[src/rtl/ctrl_pkg.sv]
// Shared definitions for the multi-cycle control path: FSM states, instruction
// classes, ALU operation codes, opcodes and datapath select encodings.
package ctrl_pkg;

  typedef enum logic [2:0] {
    S_START  = 3'd0,
    S_FETCH  = 3'd1,
    S_DECODE = 3'd2,
    S_EXEC   = 3'd3,
    S_MEM    = 3'd4,
    S_WB     = 3'd5,
    S_TRAP   = 3'd6
  } state_t;

  typedef enum logic [2:0] {
    CLS_OP      = 3'd0,
    CLS_OP_IMM  = 3'd1,
    CLS_LOAD    = 3'd2,
    CLS_STORE   = 3'd3,
    CLS_BRANCH  = 3'd4,
    CLS_LUI     = 3'd5,
    CLS_JAL     = 3'd6,
    CLS_ILLEGAL = 3'd7
  } instr_class_t;

  // ALU operation codes, shared with the ALU.
  localparam logic [3:0] ALU_ADD = 4'b0000;
  localparam logic [3:0] ALU_SUB = 4'b0001;
  localparam logic [3:0] ALU_AND = 4'b0010;
  localparam logic [3:0] ALU_OR  = 4'b0011;
  localparam logic [3:0] ALU_XOR = 4'b0100;
  localparam logic [3:0] ALU_SLT = 4'b0101;
  localparam logic [3:0] ALU_SLL = 4'b0110;
  localparam logic [3:0] ALU_SRL = 4'b0111;

  localparam logic [6:0] OPC_OP     = 7'b0110011;
  localparam logic [6:0] OPC_OP_IMM = 7'b0010011;
  localparam logic [6:0] OPC_LOAD   = 7'b0000011;
  localparam logic [6:0] OPC_STORE  = 7'b0100011;
  localparam logic [6:0] OPC_BRANCH = 7'b1100011;
  localparam logic [6:0] OPC_LUI    = 7'b0110111;
  localparam logic [6:0] OPC_JAL    = 7'b1101111;

  localparam logic [2:0] IMM_I = 3'd0;
  localparam logic [2:0] IMM_S = 3'd1;
  localparam logic [2:0] IMM_B = 3'd2;
  localparam logic [2:0] IMM_U = 3'd3;
  localparam logic [2:0] IMM_J = 3'd4;

  localparam logic [1:0] WB_ALU = 2'b00;
  localparam logic [1:0] WB_MEM = 2'b01;
  localparam logic [1:0] WB_PC4 = 2'b10;

  localparam logic [2:0] F3_WORD = 3'b010;

  // Maps an OP/OP-IMM funct3 to the ALU operation, ignoring SUB selection.
  function automatic logic [3:0] alu_op_from_funct3(input logic [2:0] funct3);
    case (funct3)
      3'b001:  return ALU_SLL;
      3'b010:  return ALU_SLT;
      3'b100:  return ALU_XOR;
      3'b101:  return ALU_SRL;
      3'b110:  return ALU_OR;
      3'b111:  return ALU_AND;
      default: return ALU_ADD;
    endcase
  endfunction

endpackage

[src/rtl/ctrl_decode.sv]
// Combinational instruction decoder: classifies the IR contents and yields the
// ALU operation, immediate format and an illegal-instruction flag.
module ctrl_decode
  import ctrl_pkg::*;
#(
  parameter bit SUPPORT_JAL = 1'b1
) (
  input  logic [31:0]  instr,
  output instr_class_t cls,
  output logic [3:0]   alu_op,
  output logic [2:0]   imm_sel,
  output logic         illegal
);

  logic [6:0] opcode;
  logic [2:0] funct3;
  logic [6:0] funct7;
  logic       is_op;
  logic       is_shift;
  logic       alu_legal;
  logic       unused_fields;

  assign opcode   = instr[6:0];
  assign funct3   = instr[14:12];
  assign funct7   = instr[31:25];
  assign is_op    = (opcode == OPC_OP);
  assign is_shift = (funct3 == 3'b001) || (funct3 == 3'b101);

  // rd and the register specifiers are consumed by the datapath, not here.
  assign unused_fields = ^{instr[24:15], instr[11:7]};

  // Register ops accept funct7 = 0 (or SUB); immediate ops only constrain shifts.
  always_comb begin
    alu_legal = 1'b0;
    if (funct3 != 3'b011) begin
      if (funct7 == 7'h00)
        alu_legal = 1'b1;
      else if (is_op)
        alu_legal = (funct3 == 3'b000) && (funct7 == 7'h20);
      else
        alu_legal = !is_shift;
    end
  end

  always_comb begin
    cls     = CLS_ILLEGAL;
    alu_op  = ALU_ADD;
    imm_sel = IMM_I;
    case (opcode)
      OPC_OP, OPC_OP_IMM: begin
        alu_op = (is_op && funct7[5] && funct3 == 3'b000) ? ALU_SUB
                                                          : alu_op_from_funct3(funct3);
        if (alu_legal)
          cls = is_op ? CLS_OP : CLS_OP_IMM;
      end
      OPC_LOAD: begin
        if (funct3 == F3_WORD)
          cls = CLS_LOAD;
      end
      OPC_STORE: begin
        imm_sel = IMM_S;
        if (funct3 == F3_WORD)
          cls = CLS_STORE;
      end
      OPC_BRANCH: begin
        alu_op  = ALU_SUB;
        imm_sel = IMM_B;
        if (funct3[2:1] == 2'b00)
          cls = CLS_BRANCH;
      end
      OPC_LUI: begin
        imm_sel = IMM_U;
        cls     = CLS_LUI;
      end
      OPC_JAL: begin
        imm_sel = IMM_J;
        if (SUPPORT_JAL)
          cls = CLS_JAL;
      end
      default: cls = CLS_ILLEGAL;
    endcase
  end

  assign illegal = (cls == CLS_ILLEGAL);

endmodule

[src/rtl/multicycle_ctrl.sv]
// Multi-cycle control FSM: sequences fetch/decode/execute/memory/writeback and
// drives datapath enables and selects combinationally from state and IR.
module multicycle_ctrl
  import ctrl_pkg::*;
#(
  parameter bit SUPPORT_JAL = 1'b1
) (
  input  logic        clk,
  input  logic        reset,
  input  logic [31:0] instr,
  input  logic        alu_zero,
  input  logic        mem_ready,
  output logic        mem_req,
  output logic        mem_we,
  output logic        addr_sel,
  output logic        ir_we,
  output logic [3:0]  alu_op,
  output logic        alu_a_sel,
  output logic        alu_b_sel,
  output logic [2:0]  imm_sel,
  output logic        rf_we,
  output logic [1:0]  wb_sel,
  output logic        pc_we,
  output logic        pc_src,
  output logic        retire,
  output logic        illegal
);

  state_t       state_q;
  state_t       state_d;
  instr_class_t cls;
  logic [3:0]   dec_alu_op;
  logic [2:0]   dec_imm_sel;
  logic         dec_illegal;
  logic         rd_nonzero;

  ctrl_decode #(
    .SUPPORT_JAL(SUPPORT_JAL)
  ) u_decode (
    .instr   (instr),
    .cls     (cls),
    .alu_op  (dec_alu_op),
    .imm_sel (dec_imm_sel),
    .illegal (dec_illegal)
  );

  assign rd_nonzero = |instr[11:7];

  // NOTE: state uses non-blocking assignment; reset is asynchronous so the
  // outputs, being decoded from state, fall to 0 within the same cycle.
  always_ff @(posedge clk or posedge reset) begin
    if (reset)
      state_q <= S_START;
    else
      state_q <= state_d;
  end

  // NOTE: every output and the next state get a default first, so no branch
  // leaves a value unassigned and no latch is inferred.
  always_comb begin
    state_d   = state_q;
    mem_req   = 1'b0;
    mem_we    = 1'b0;
    addr_sel  = 1'b0;
    ir_we     = 1'b0;
    alu_op    = ALU_ADD;
    alu_a_sel = 1'b0;
    alu_b_sel = 1'b0;
    imm_sel   = IMM_I;
    rf_we     = 1'b0;
    wb_sel    = WB_ALU;
    pc_we     = 1'b0;
    pc_src    = 1'b0;
    retire    = 1'b0;
    illegal   = 1'b0;

    case (state_q)
      S_START: state_d = S_FETCH;

      S_FETCH: begin
        mem_req = 1'b1;
        if (mem_ready) begin
          ir_we   = 1'b1;
          state_d = S_DECODE;
        end
      end

      S_DECODE: state_d = dec_illegal ? S_TRAP : S_EXEC;

      S_EXEC: begin
        case (cls)
          CLS_OP, CLS_OP_IMM: begin
            alu_op    = dec_alu_op;
            alu_b_sel = (cls == CLS_OP_IMM);
            imm_sel   = dec_imm_sel;
            state_d   = S_WB;
          end
          CLS_LUI: begin
            alu_op    = ALU_ADD;
            alu_a_sel = 1'b1;
            alu_b_sel = 1'b1;
            imm_sel   = IMM_U;
            state_d   = S_WB;
          end
          CLS_LOAD, CLS_STORE: begin
            alu_op    = ALU_ADD;
            alu_b_sel = 1'b1;
            imm_sel   = dec_imm_sel;
            state_d   = S_MEM;
          end
          CLS_BRANCH: begin
            // funct3[0] distinguishes BNE from BEQ and inverts the zero test.
            alu_op  = ALU_SUB;
            imm_sel = IMM_B;
            pc_src  = alu_zero ^ instr[12];
            pc_we   = 1'b1;
            retire  = 1'b1;
            state_d = S_FETCH;
          end
          CLS_JAL: state_d = S_WB;
          default: state_d = S_TRAP;
        endcase
      end

      S_MEM: begin
        mem_req  = 1'b1;
        addr_sel = 1'b1;
        mem_we   = (cls == CLS_STORE);
        if (mem_ready) begin
          if (cls == CLS_STORE) begin
            pc_we   = 1'b1;
            retire  = 1'b1;
            state_d = S_FETCH;
          end else begin
            state_d = S_WB;
          end
        end
      end

      S_WB: begin
        rf_we = rd_nonzero;
        if (cls == CLS_LOAD)
          wb_sel = WB_MEM;
        else if (cls == CLS_JAL)
          wb_sel = WB_PC4;
        pc_we   = 1'b1;
        pc_src  = (cls == CLS_JAL);
        imm_sel = (cls == CLS_JAL) ? IMM_J : IMM_I;
        retire  = 1'b1;
        state_d = S_FETCH;
      end

      S_TRAP: illegal = 1'b1;

      default: state_d = S_START;
    endcase
  end

endmodule

[config.mk]
export PLATFORM = sky130hd
export DESIGN_NAME = multicycle_ctrl
export DESIGN_NICKNAME = d
export VERILOG_FILES = /design/src/rtl/ctrl_pkg.sv /design/src/rtl/ctrl_decode.sv /design/src/rtl/multicycle_ctrl.sv
export SDC_FILE = /design/constraint.sdc
export NUM_CORES = 1
export LEC_CHECK = 0
export ABC_AREA = 1
export BUFFER_PORTS_ARGS = -buffer_cell sky130_fd_sc_hd__clkbuf_2
export CORE_ASPECT_RATIO = 1.25
export CORE_MARGIN = 3
export CORE_UTILIZATION = 30
export CTS_BUF_LIST = sky130_fd_sc_hd__clkbuf_4
export CTS_CLUSTER_DIAMETER = 80
export CTS_CLUSTER_SIZE = 10
export DETAILED_ROUTE_END_ITERATION = 8
export GPL_ROUTABILITY_DRIVEN = 0
export PLACE_DENSITY_LB_ADDON = 0.3
export SKIP_CTS_REPAIR_TIMING = 1
export SKIP_LAST_GASP = 1
export SYNTH_ARGS = -nofsm -noshare
export SYNTH_HDL_FRONTEND = slang
export SYNTH_SLANG_ARGS = --single-unit
export TNS_END_PERCENT = 100
[constraint.sdc]
create_clock -name clk -period 1.7 [get_ports clk]
set_input_delay 0.34 -clock clk [delete_from_list [all_inputs] [get_ports clk]]
set_output_delay 0.34 -clock clk [all_outputs]
set_load 0.02 [all_outputs]
After elaboration in Yosys (flattened, before gate mapping)
Index checks and enable logic that the tools add are counted.

Logic and storage cells: 97. Output and inout port bits: 20. Bits in registers: 3. Memory bits (writable): 0. Memories: 0. Bits in latches: 0. ROM bits: 0.

Reduce and logical (&&, ||, !) cells: 20. Bitwise gates (word level): 2. $add $sub $neg: 0. $mul: 0. Muxes and demuxes: 44. Divide/modulo/power cells: 0. Magnitude comparators: 0. Shift operators: 0. Eq/ne operators: 30.

Operator list (count): $pmux 3 s6 (3); $eq 3x3->1 const B (11); $eq 7x6->1 const B (4); $mux 3 (9); $mux 1 (18); $pmux 3 s3 (2); $pmux 4 s2 (2); $eq 3x2->1 const B (5); $eq 7x7->1 const B (2); $pmux 3 s4 (1); $reduce_or 2->1 (5); $eq 3x1->1 const B (3); $logic_not 3->1 (3); $mux 2 (4); $reduce_or 4->1 (2); $eq 7x2->1 const B (1); $eq 7x5->1 const B (1); $logic_not 7->1 (1); $pmux 3 s2 (1); $reduce_or 5->1 (1); $mux 4 (1); $ne 2x2->1 const B (2); $pmux 1 s2 (2); $logic_and 1x1->1 (3); 9 further kinds (9).

Logic depth before layout (Yosys ltp)
Depth after elaboration: 12. Gate-level depth with buffers: 15. Mapped depth without buffers: 15.

By module
From an unflattened synthesis, not the netlist that was laid out.

Cell total of the unflattened synthesis: 186. Area, all modules: 927.1 um^2.

Modules (own cells, without submodules): multicycle_ctrl (seq. area each 75.1 um^2, cells an instance 95, area an instance 516.7 um^2, instances 1); ctrl_decode (seq. area each 0.0 um^2, cells an instance 91, area an instance 410.4 um^2, instances 1).

Worst setup path after synthesis
Ideal clock, no wire load.

Path type: reg2out. Start point: register state_q[2]. End point: output retire. Path buffers: 1. Data arrival time: 1937 ps. Stages on the path, launching flop included: 8. Setup slack: -577 ps. Cells stage by stage: dfrtp_1 > inv_1 > nor3_1 > inv_1 > nor2_4 > a21oi_1 > nand2_1 > buf_4.

Longest elaborated chain between the ends: 2.

RTL lines: start, declared (line multicycle_ctrl.sv:29) `state_t state_q;`; start signal, assigned (line multicycle_ctrl.sv:55) `state_q <= state_d;`; $eq 3x3->1 or $eq 3x2->1 (tied branches); $pmux 1 s3 *; end, declared (line multicycle_ctrl.sv:25) `output logic retire,`.

Every way passes the cells marked *; elsewhere a longest branch is shown, timed or not.

Worst setup path after layout
Start point: input instr[13]. End point: output imm_sel[0].

Longest elaborated chain between the ends: 12.

RTL lines: start, declared (line multicycle_ctrl.sv:10) `input logic [31:0] instr,`; $eq 3x1->1 or $eq 3x3->1 (tied branches) (line ctrl_decode.sv:27) `assign is_shift = (funct3 == 3'b001) || (funct3 == 3'b101);`; $logic_or 1x1->1 (line ctrl_decode.sv:27); $logic_not 1->1 (line ctrl_decode.sv:41) `alu_legal = !is_shift;`; $mux 1 (line ctrl_decode.sv:38) `else if (is_op)`; $mux 1 (line ctrl_decode.sv:36) `if (funct7 == 7'h00)`; $mux 1 (line ctrl_decode.sv:35) `if (funct3 != 3'b011) begin`; $mux 3 (line ctrl_decode.sv:53) `if (alu_legal)`; $pmux 3 s6 * (line ctrl_decode.sv:49) `case (opcode)`; $eq 3x1->1 (tied with other cells) (line multicycle_ctrl.sv:91) `case (cls)`; $reduce_or 4->1 (no source line); $pmux 3 s3 * (line multicycle_ctrl.sv:91); $pmux 3 s2 * (line multicycle_ctrl.sv:77) `case (state_q)`; end, declared (line multicycle_ctrl.sv:20) `output logic [2:0] imm_sel,`.

Marks and branches as above.

==> impl_metrics.yaml <==
status:
  status: "finished with violations"
  violations: "setup timing"
floorplanning:
  io_pins: 56
  coreArea_um2: 2810
  die_area_um2: 3790
  rows: 21
  die_y_um: 68.1
  die_w_um: 55.7
  start_util: 0.329
layout:
  diodes: 0
  drive_above_1_share: 0.615
  fin_cells: 299
  post-route-util: 0.690
  fin_nets: 302
  mostFrequentLayoutCells: "buf_4, nand2_1, clkbuf_2, inv_1, nor2_4"
  mostFrequentLayoutCell: "buf_4"
  largest_registers: "state_q: 3 flops"
  synthToLayoutAreaGrowth_pct: 110
  seqCellArea_um2: 75.1
  largest_register_ffs: 3
  multi_input_area_um2: 937
  top_register: "state_q"
  num-fill-cells: 246
worst_setup_path:
  reg2reg_depth: 10
  crit_type: "in2out"
  end_kind: "primary output"
  r2r_slack_ns: 0.45
  reg2reg_to: "state_q[0]"
  arrival_ns: 1.76
  r2r_start: "state_q[1]"
  critPathLaunchType: "input port"
  crit_fanout: 4
  required_ns: 1.36
synthesis:
  syn_area_um2: 925
  synth-seq-cells: 3
  synth_flop_cell: "dfrtp_1"
  synth_edf_count: 0
  ys_warn_count: 0
  ys_seq_area_frac: 0.0812
  syn-num-nets: 208
  synthCells: 172
  async_reset_ff_frac: 1.00
  syn_avg_cell_area_um2: 5.38
  ys_types: 28
hold_path:
  hold_end: "state_q[0]"
  hp-class: "in2reg"
  hp-start: "mem_ready"
  whs_path_depth: 4
grt:
  grt_max_degree: 6
  grt_pass1_vias: 1247
  antenna_found_initial: 0
  grt_use_total: 0.150
  grt_pass1_wl_um: 4840
  grt-ovfl-total: 0
clock_tree:
  numCtsBuffers: 3
  cts_tree: "built"
  path_clk_slew_ns: 0.04
  clockBufferDepth: 2
  clock-sinks: 3
  htree_levels: 1
  root_buffer: "clkbuf_4"
  clk_latency_ns: 0.23
power:
  p_seq_frac: 0.142
  p_leak_nw: 1.03
  pwr_density_cell_nw_per_um2: 563
  combinationalPowerShare: 0.732
  intPower_mw: 0.557
  p_sw_mw: 0.534
  p_sw_frac: 0.489
  power_frac_clock: 0.126
  peakVddDrop_v: 0.000548
placement:
  dp_hpwl_um: 2480
  dp_cells: 286
  io_buffers: 44
flow_run:
  max-cap-violations: 0
sta:
  setup_viol: 14
  fin_crit_ns: 2.10
  fin_ws_ns: -0.402
  max_freq_mhz: 476
  final_hold_viol_count: 0
  slew_viol_final: 0
  rsz0062_at_grt: "yes"
  fin_worst_skew_ns: 0.00172
  timing.final.crit_share: 1.24
route:
  ant_nets: 0
  routedWlPerCell_um: 10.6
  firstDrtPassIters: 4
  drc: 0
  viasPerCell: 4.71
  vias: 1407
  drt_iter0_drc: 19
  drt-total-wl_um: 3160
-- layout make-up --
| type | count | share of cell area |
|---|---|---|
| flip-flops and latches | 3 | 0.0387 |
| clock buffers | 4 | 0.0155 |
| inverters | 32 | 0.0813 |
| repair buffers | 91 | 0.359 |
| well taps | 34 | 0.0219 |
| multi-input cells | 135 | 0.483 |
-- per-layer routing --
metal | vias up | global-route usage | part of all wire
met1 | 632 | 0.171 | 0.38
met3 | 2 | 0.00943 | 0.056
li1 | 730 | - | -
met4 | 0 | 0.0182 | 0.0041
met2 | 43 | 0.311 | 0.56
met5 | - | 0 | 0
-- power by group through the flow --
stage	sequential [mW]	combinational (mW)	clock [mW]
floorplan	0.154	0.437	0
global placement	0.152	0.714	0
detailed placement	0.152	0.720	0
CTS	0.151	0.721	0.143
global route	0.159	0.889	0.148
finish	0.155	0.800	0.138
-- Yosys cell counts, types with 2 or more instances --
| cell | n | share of area |
|---|---|---|
| a21oi_1 | 4 | 0.022 |
| buf_4 | 2 | 0.016 |
| dfrtp_1 | 3 | 0.081 |
| inv_1 | 27 | 0.11 |
| inv_2 | 4 | 0.016 |
| nand2_1 | 44 | 0.18 |
| nand2_2 | 5 | 0.034 |
| nand2_4 | 2 | 0.024 |
| nand3_1 | 19 | 0.10 |
| nand3_2 | 3 | 0.032 |
| nand4_1 | 5 | 0.034 |
| nor2_1 | 24 | 0.097 |
| nor2_2 | 6 | 0.041 |
| nor2_4 | 5 | 0.061 |
| nor3_1 | 3 | 0.016 |
| o21ai_0 | 4 | 0.022 |
-- how the worst max path moves through the flow --
stage / to / startpoint / slack [ns] / depth (start not counted)
final: imm_sel[0] / instr[13] / -0.40 / 13
after detailed placement: wb_sel[1] / instr[3] / -0.57 / 14
after floorplan: retire / instr[3] / -0.30 / 14
after global placement: wb_sel[1] / instr[3] / -0.56 / 14
after global routing: imm_sel[0] / instr[13] / -0.54 / 13
after CTS: wb_sel[1] / instr[3] / -0.57 / 14
-- critical path, cell delays in order --
cell and delay (ns):
buf_8 0.10, inv_6 0.06, nand2_2 0.04, o211ai_1 0.29, inv_1 0.12, nor2_4 0.11, nand3_4 0.12, nor2_4 0.15
inv_2 0.06, nor2_4 0.11, nand2_2 0.07, nand2_2 0.06, buf_6 0.11
-- per-stage QoR --
| stage | power, mW | hold WS (ns) | setup slack [ns] | TNS (ns) | area [um2] |
|---|---|---|---|---|---|
| after floorplan | 0.591 | 0.0936 | -0.298 | -1.85 | 1080 |
| after detailed placement | 0.871 | 0.185 | -0.573 | -7.48 | 1610 |
| final | 1.09 | 0.449 | -0.402 | -4.89 | 1940 |
| after CTS | 1.01 | -0.0577 | -0.573 | -6.90 | 1640 |
| after global routing | 1.20 | 0.480 | -0.537 | -6.61 | 1940 |
| after global placement | 0.866 | 0.185 | -0.556 | -7.12 | 1610 |
-- cell families after synthesis --
group	after synthesis	synth area share
AO/OA/AOI/OAI	14	0.101
XOR/XNOR	1	0.00947
buffers and inverters	34	0.149
flip-flops	3	0.0812
other	1	0.00406
AND/OR/NAND/NOR	119	0.655
(Power assumes the default switching activity.)
